[src/rtl/pipe_pkg.sv]
// Shared definitions for the pipeline front end: reset constants, fetch FSM
// encodings and the IF/ID update selector used by the fetch stage.
package pipe_pkg;

    localparam logic [31:0] RESET_PC = 32'h0000_3000;
    localparam logic [31:0] NOP_INST = 32'h0000_0000;

    typedef enum logic [1:0] {
        FETCH   = 2'd0,
        HOLD    = 2'd1,
        DISCARD = 2'd2
    } fetch_state_e;

    // What the IF/ID register does on the coming edge.
    typedef enum logic [1:0] {
        IFID_HOLD   = 2'd0,
        IFID_MEM    = 2'd1,
        IFID_SKID   = 2'd2,
        IFID_BUBBLE = 2'd3
    } ifid_op_e;

    typedef struct packed {
        logic [31:0] inst;
        logic [31:0] pc4;
    } fetch_entry_t;

    function automatic logic [31:0] word_align(input logic [31:0] addr);
        return addr & ~32'h0000_0003;
    endfunction

endpackage

[src/rtl/fetch_skid_buf.sv]
// One-entry {inst, pc4} holding slot for a word that arrives while ID is stalled.
module fetch_skid_buf (
    input  logic        clk,
    input  logic        rst_n,
    input  logic        load,
    input  logic        unload,
    input  logic        clear,
    input  logic [31:0] load_inst,
    input  logic [31:0] load_pc4,
    output logic [31:0] inst,
    output logic [31:0] pc4,
    output logic        full
);
    import pipe_pkg::*;

    fetch_entry_t entry;

    // NOTE: sequential state is written with non-blocking assignments only, so
    // every flop samples the pre-edge values regardless of process ordering.
    always_ff @(posedge clk or negedge rst_n) begin
        if (!rst_n) begin
            full <= 1'b0;
        end else if (clear) begin
            full <= 1'b0;
        end else if (load) begin
            full <= 1'b1;
        end else if (unload) begin
            full <= 1'b0;
        end
    end

    // NOTE: the payload is not reset; it is only ever read while full is set,
    // and leaving it unreset keeps it a plain enable flop.
    always_ff @(posedge clk) begin
        if (load) begin
            entry <= '{inst: load_inst, pc4: load_pc4};
        end
    end

    assign inst = entry.inst;
    assign pc4  = entry.pc4;

endmodule

[src/rtl/if_fetch_stage.sv]
// Instruction fetch stage with IF/ID pipeline register: drives the imem
// req/ready port, absorbs load-use stalls via a skid slot, handles redirects.
module if_fetch_stage #(
    parameter logic [31:0] RESET_PC = 32'h0000_3000,
    parameter logic [31:0] NOP_INST = 32'h0000_0000
) (
    input  logic        clk,
    input  logic        rst_n,
    input  logic        Load_Use,
    input  logic        Redirect,
    input  logic [31:0] Redirect_pc,
    output logic        imem_req,
    output logic [31:0] imem_addr,
    input  logic        imem_ready,
    input  logic [31:0] imem_rdata,
    output logic [31:0] IF_ID_inst,
    output logic [31:0] IF_ID_pc4,
    output logic        IF_ID_valid,
    output logic [4:0]  IF_ID_rs,
    output logic [4:0]  IF_ID_rt
);
    import pipe_pkg::*;

    fetch_state_e state, state_nxt;
    ifid_op_e     ifid_op;

    logic        started;
    logic [31:0] pc, pc_nxt;
    logic [31:0] tgt, tgt_nxt;
    logic [31:0] pc_plus4;
    logic [31:0] redirect_aligned;
    logic        xfer;

    logic        skid_load, skid_unload, skid_clear;
    logic [31:0] skid_inst, skid_pc4;
    logic        skid_full;

    assign pc_plus4         = pc + 32'd4;
    assign redirect_aligned = word_align(Redirect_pc);
    assign xfer             = imem_req & imem_ready;

    // Held low for the first cycle out of reset so the request rises one clock
    // after rst_n deasserts, and drops immediately when reset is reasserted.
    always_ff @(posedge clk or negedge rst_n) begin
        if (!rst_n) begin
            started <= 1'b0;
        end else begin
            started <= 1'b1;
        end
    end

    always_ff @(posedge clk or negedge rst_n) begin
        if (!rst_n) begin
            state <= FETCH;
        end else begin
            state <= state_nxt;
        end
    end

    // NOTE: every always_comb output gets a default first so no path leaves it
    // unassigned and no latch is inferred.
    always_comb begin
        state_nxt = state;
        case (state)
            FETCH: begin
                if (xfer) begin
                    if (!Redirect && Load_Use) begin
                        state_nxt = HOLD;
                    end
                end else if (Redirect) begin
                    state_nxt = DISCARD;
                end
            end
            HOLD: begin
                if (Redirect || !Load_Use) begin
                    state_nxt = FETCH;
                end
            end
            DISCARD: begin
                if (xfer) begin
                    state_nxt = FETCH;
                end
            end
            default: state_nxt = FETCH;
        endcase
    end

    always_comb begin
        imem_req  = started && (state != HOLD);
        imem_addr = pc;
    end

    // Datapath control: PC, latched redirect target, skid and IF/ID actions.
    always_comb begin
        pc_nxt      = pc;
        tgt_nxt     = tgt;
        ifid_op     = IFID_HOLD;
        skid_load   = 1'b0;
        skid_unload = 1'b0;
        skid_clear  = 1'b0;
        case (state)
            FETCH: begin
                if (xfer) begin
                    if (Redirect) begin
                        pc_nxt  = redirect_aligned;
                        ifid_op = IFID_BUBBLE;
                    end else if (Load_Use) begin
                        pc_nxt    = pc_plus4;
                        skid_load = 1'b1;
                    end else begin
                        pc_nxt  = pc_plus4;
                        ifid_op = IFID_MEM;
                    end
                end else if (Redirect) begin
                    tgt_nxt = redirect_aligned;
                    ifid_op = IFID_BUBBLE;
                end else if (!Load_Use) begin
                    ifid_op = IFID_BUBBLE;
                end
            end
            HOLD: begin
                if (Redirect) begin
                    pc_nxt     = redirect_aligned;
                    skid_clear = 1'b1;
                    ifid_op    = IFID_BUBBLE;
                end else if (!Load_Use) begin
                    skid_unload = 1'b1;
                    ifid_op     = IFID_SKID;
                end
            end
            DISCARD: begin
                if (Redirect) begin
                    tgt_nxt = redirect_aligned;
                end
                if (xfer) begin
                    pc_nxt = Redirect ? redirect_aligned : tgt;
                end
                if (Redirect || !Load_Use) begin
                    ifid_op = IFID_BUBBLE;
                end
            end
            default: ifid_op = IFID_BUBBLE;
        endcase
    end

    always_ff @(posedge clk or negedge rst_n) begin
        if (!rst_n) begin
            pc  <= RESET_PC;
            tgt <= RESET_PC;
        end else begin
            pc  <= pc_nxt;
            tgt <= tgt_nxt;
        end
    end

    always_ff @(posedge clk or negedge rst_n) begin
        if (!rst_n) begin
            IF_ID_inst  <= NOP_INST;
            IF_ID_pc4   <= 32'd0;
            IF_ID_valid <= 1'b0;
        end else begin
            case (ifid_op)
                IFID_MEM: begin
                    IF_ID_inst  <= imem_rdata;
                    IF_ID_pc4   <= pc_plus4;
                    IF_ID_valid <= 1'b1;
                end
                IFID_SKID: begin
                    IF_ID_inst  <= skid_inst;
                    IF_ID_pc4   <= skid_pc4;
                    IF_ID_valid <= 1'b1;
                end
                IFID_BUBBLE: begin
                    IF_ID_inst  <= NOP_INST;
                    IF_ID_valid <= 1'b0;
                end
                default: ;
            endcase
        end
    end

    fetch_skid_buf u_skid (
        .clk       (clk),
        .rst_n     (rst_n),
        .load      (skid_load),
        .unload    (skid_unload),
        .clear     (skid_clear),
        .load_inst (imem_rdata),
        .load_pc4  (pc_plus4),
        .inst      (skid_inst),
        .pc4       (skid_pc4),
        .full      (skid_full)
    );

    // Occupancy follows the HOLD state by construction; the flag is kept for
    // debug visibility and tied off here.
    logic unused_skid_full;
    assign unused_skid_full = skid_full;

    assign IF_ID_rs = IF_ID_inst[25:21];
    assign IF_ID_rt = IF_ID_inst[20:16];

endmodule

[config.mk]
export PLATFORM = sky130hd
export DESIGN_NAME = if_fetch_stage
export DESIGN_NICKNAME = d
export VERILOG_FILES = /design/src/rtl/pipe_pkg.sv /design/src/rtl/fetch_skid_buf.sv /design/src/rtl/if_fetch_stage.sv
export SDC_FILE = /design/constraint.sdc
export NUM_CORES = 1
export LEC_CHECK = 0
export ABC_AREA = 1
export CAP_MARGIN = 40
export CORE_MARGIN = 4
export CORE_UTILIZATION = 40
export DETAILED_ROUTE_END_ITERATION = 12
export SYNTH_ARGS = -nofsm -noshare
export SYNTH_HDL_FRONTEND = slang
export SYNTH_HIERARCHICAL = 1
export SYNTH_SLANG_ARGS = --single-unit
export TNS_END_PERCENT = 30
[constraint.sdc]
create_clock -name clk -period 6.5 [get_ports clk]
set_clock_uncertainty 0.2 [all_clocks]
set_input_delay 0.65 -clock clk [delete_from_list [all_inputs] [get_ports clk]]
set_output_delay 0.65 -clock clk [all_outputs]
set_load 0.01 [all_outputs]
# After elaboration in Yosys (flattened, before gate mapping)
# Index checks and enable logic that the tools add are counted.
[word_totals] reg_bits=196 out_inout_bits=108 wordCells=69
[classes] n_addsub=1 eq_ne=13 mux=30 n_bitwise=1 reduce_logical=15
[ops] operator="32-bit 2-to-1 mux" count=6
[ops] operator="32-bit one-hot mux with 3 select lines" count=2
[ops] operator="32-bit one-hot mux with 2 select lines" count=2
[ops] operator="32-bit by 3-bit adder with 32-bit output (second input constant)" count=1
[ops] operator="2-bit 2-to-1 mux" count=12
[ops] operator="2-bit one-hot mux with 3 select lines" count=2
[ops] operator="2-bit inequality test (second input constant)" count=5
[ops] operator="4-bit AND reduction" count=2
[ops] operator="2-bit equality test (second input constant)" count=3
[ops] operator="3-bit inequality test (second input constant)" count=2
[ops] operator="2-bit nonzero test" count=3
[ops] operator="3-bit nonzero test" count=2
[ops] operator="1-bit 2-to-1 mux" count=5
[ops] operator="2-bit by 1-bit equality test with 1-bit output (second input constant)" count=2
[ops] operator="1-bit logical AND" count=2
[ops] operator="1-bit zero test" count=2
[ops] operator="2-bit zero test" count=1
[ops] operator="2-bit by 1-bit inequality test with 1-bit output (second input constant)" count=1
[ops] operator="1-bit one-hot mux with 2 select lines" count=1
[ops] operator="2-bit AND reduction" count=1
[ops] operator="2-bit OR reduction" count=1
[ops] operator="1-bit AND" count=1
[ops] operator="1-bit logical OR" count=1

# Depth between registers and ports, before layout
[depth] depth_word=8 ltp_mapped=15 depth_no_buf=14

# Cells and area by module
# Netlist, hierarchy kept.
[modules_own_cells] mod="if_fetch_stage" n_inst=1 cells_per_inst=1044 area_each_um2=7683.6
[modules_own_cells] mod="fetch_skid_buf" n_inst=1 cells_per_inst=69 area_each_um2=1966.9

# Worst setup path after synthesis
# OpenSTA, ideal clock, no wires.
[synth_path] path_kind="register -> register" startpoint="reg state[1]" endpoint="reg, netlist name u_skid/full" setup_time_ns=0.080 arrival_time_ns=4.344 path_slack_ns=1.876 path_stages_with_launch=11 n_path_buf=1 synth_period_minus_slack_ns=4.624 path_cell_list="dfrtp_1 -> inv_1 -> ha_1 -> buf_2 -> nor2_2 -> nand2_1 -> inv_1 -> nand2_1 -> nor2_1 -> inv_1 -> a21oi_2"
[synth_rtl] item="start, declared" line="if_fetch_stage.sv:24" rtl="fetch_state_e state, state_nxt;"
[synth_rtl] item="start signal, assigned" line="if_fetch_stage.sv:56" rtl="state <= state_nxt;"

# Worst setup path in the final report
[layout_path] startpoint="reg state[1]" endpoint="reg IF_ID_inst[21]"
[layout_between] elab_chain_cells=7 word_cells_on_any_way=13 cone_classes="eq/ne: 6; mux: 3; bitwise: 1; reduce/logical: 3"
[layout_lines] item="2-bit by 1-bit inequality test with 1-bit output" line="if_fetch_stage.sv:89" rtl="imem_req = started && (state != HOLD);"
[layout_lines] item="1-bit logical AND" line="if_fetch_stage.sv:89"
[layout_lines] item="1-bit AND" line="if_fetch_stage.sv:40" rtl="assign xfer = imem_req & imem_ready;"
[layout_lines] item="2-bit 2-to-1 mux" line="if_fetch_stage.sv:103" rtl="if (xfer) begin"
[layout_lines] item="2-bit one-hot mux with 3 select lines *" line="if_fetch_stage.sv:101" rtl="case (state)"
[layout_lines] item="2-bit equality test or 2-bit by 1-bit equality test with 1-bit output (tied branches)" line="if_fetch_stage.sv:162" rtl="case (ifid_op)"
[layout_lines] item="32-bit one-hot mux with 3 select lines or 3-bit nonzero test (tied branches)"
[layout_lines] item="end signal, assigned" line="if_fetch_stage.sv:164" rtl="IF_ID_inst <= imem_rdata;"
[layout_lines] item="end signal, assigned" line="if_fetch_stage.sv:169" rtl="IF_ID_inst <= skid_inst;"
[layout_lines] item="end, declared" line="if_fetch_stage.sv:16" rtl="output logic [31:0] IF_ID_inst,"
# Mark *: on every way between the ends. The rest lies on a longest branch, timed or not.
# A chain may end at the register's enable or synchronous reset.

==> results_dict.tcl <==
set metrics [dict create \
    diodes 0 \
    ys_warn_count 6 \
    postRouteAntennaNets 0 \
    status "completed" \
    gp_congestion 0.8425 \
    required_ns 6.59 \
    synth_cells 1106 \
    drive_gt1_frac 0.06784 \
    io_buffers 174 \
    pre_cts_slack_ns 2.627 \
    max_freq_ghz 0.2887 \
    drv_slew 0 \
    synth_nets 1183 \
    first_global_vias 7502 \
    totalWireLength_um 25870 \
    antenna_found_initial 0 \
    drc_errors 0 \
    finalWorstSetupSlack_ns 3.037 \
    min_path_type "input port to async pin" \
    cts_buffers 17 \
    regArea_mm2 0.005230 \
    grt-ovfl-total 0 \
    grt.total_usage 0.1955 \
    setup_viol 0 \
    die_h_um 162.9 \
    multiInputGateArea_mm2 0.003821 \
    drtIter0Drc 705 \
    min_period_ns 3.463 \
    p_leak_uw 0.005012 \
    dp_hpwl_um 17450 \
    num_vias 8011 \
    crit_fanout 65 \
    wire_per_inst_um 16.46 \
    slew-limit-headroom 0.4677 \
    rsz0062_at_grt "false" \
    ctsResizeCount 0 \
    tns_ns 0 \
    worst_setup_path_end_kind "flop" \
    nets 1317 \
    io_pins 177 \
    coreArea_mm2 0.02354 \
    max-cap-violations 0 \
    post-cts-setup-buffers 0 \
    h-tree-depth 4 \
    dieWidth_um 162.9 \
    area_growth_pct 27.09 \
    fillers 2210 \
    insertion_delay_ns 0.43 \
    worstSetupPathType "flop to flop" \
    initial_utilization 0.4077 \
    grt_pass1_wl_um 41360 \
    tightest_slew_ns 0.7984 \
    dp_cells 1540 \
    die_area_mm2 0.02654 \
    rows 56 \
    syn_area_per_cell_um2 8.678 \
    netlist_area_mm2 0.009598 \
    p_total_uw 6028 \
    cts_sinks 196 \
    arrival_ns 3.56 \
    layout.cells.non_filler 1572 \
    finalCritPeriodShare 0.5328 \
    grt_max_degree 82 \
    viasPerCell 5.096 \
    hold_viol 0 \
    power.density_mw_per_mm2 494.2 \
    cp-start-kind "flop" \
    hold_buffers 0 \
    cts_tree "built" \
    cts.path.max_buffers 2 \
    firstDrtPassIters 5 \
    vdd_drop_max_mv 0.2592 \
    clk_pin_slew_ns 0.08 \
    root_buffer "clkbuf_16" \
]
==> per-layer routing <==
| layer | track usage | share of wire |
|---|---|---|
| met5 | 0 | 0 |
| met2 | 0.2872 | 0.44 |
| met4 | 0.05376 | 0.014 |
| met1 | 0.3015 | 0.49 |
| met3 | 0.02936 | 0.058 |
==> area by class of cell <==
class	count	area share
inverter	59	0.01816
multi-input combinational	776	0.3133
clock buffer	17	0.03488
clock inverter	15	0.01621
sequential	196	0.4288
tap	319	0.03272
timing repair buffer	190	0.1560
==> stage by stage <==
stage | cell area (um2) | utilization | hold WS [ns]
2_1_floorplan | 9598 | - | 0.1544
3_3_place_gp | 11510 | 0.4888 | 0.2627
3_5_place_dp | 11570 | 0.4917 | 0.2723
4_1_cts | 12200 | 0.5181 | 0.07443
5_1_grt | 12200 | 0.5181 | 0.09346
6_report | 12200 | 0.5181 | 0.01841
==> cell usage in the layout (no fill, tap or decap), drive strengths merged, types with 3 or more instances in the layout <==
| cell | instances |
|---|---|
| a21boi | 8 |
| a21oi | 89 |
| a22oi | 53 |
| and2 | 3 |
| buf | 18 |
| clkbuf | 17 |
| clkdlybuf4s50 | 172 |
| clkinv | 8 |
| dfrtp | 128 |
| dfstp | 4 |
| edfxtp | 64 |
| ha | 8 |
| inv | 65 |
| nand2 | 346 |
| nand3 | 24 |
| nand3b | 6 |
| nor2 | 85 |
| o21ai | 133 |
| xnor2 | 5 |
| xor2 | 9 |
==> flip-flops by register name (all words and copies together), names as in the netlist, 2 cells and up <==
register and cells:
u_skid/pc4 32, IF_ID_inst 32, u_skid/inst 32, state 2, tgt 32, imem_addr 32
IF_ID_pc4 32
==> final timing paths <==
kind,from,to,slack (ns),depth (start not counted)
min reg2reg,IF_ID_inst[6],IF_ID_inst[6],0.29,2
max in group asynchronous,rst_n,imem_addr[30],4.83,2
max,state[1],IF_ID_inst[21],3.04,12
min in group clk,IF_ID_inst[6],IF_ID_inst[6],0.29,2
max reg2reg,state[1],IF_ID_inst[21],3.04,12
min,rst_n,IF_ID_inst[10],0.02,1
==> worst max-delay path: stages (launching register included) <==
cell and delay, ns:
dfrtp_1 0.42, inv_1 0.10, ha_1 0.22, buf_4 0.27, nand2_1 0.11, nand3_1 0.07, a21oi_1 0.40, ha_2 0.27
buf_4 0.59, nor2_2 0.07, buf_4 0.27, a22oi_1 0.19, o21ai_0 0.11
==> power breakdown <==
part	internal (uW)	total (uW)	switching, uW
logic	1210	2880	1670
registers	1730	2050	323
clock network	563	1100	537
total	3500	6030	2530
No activity file was read; power rests on OpenSTA's default activity.
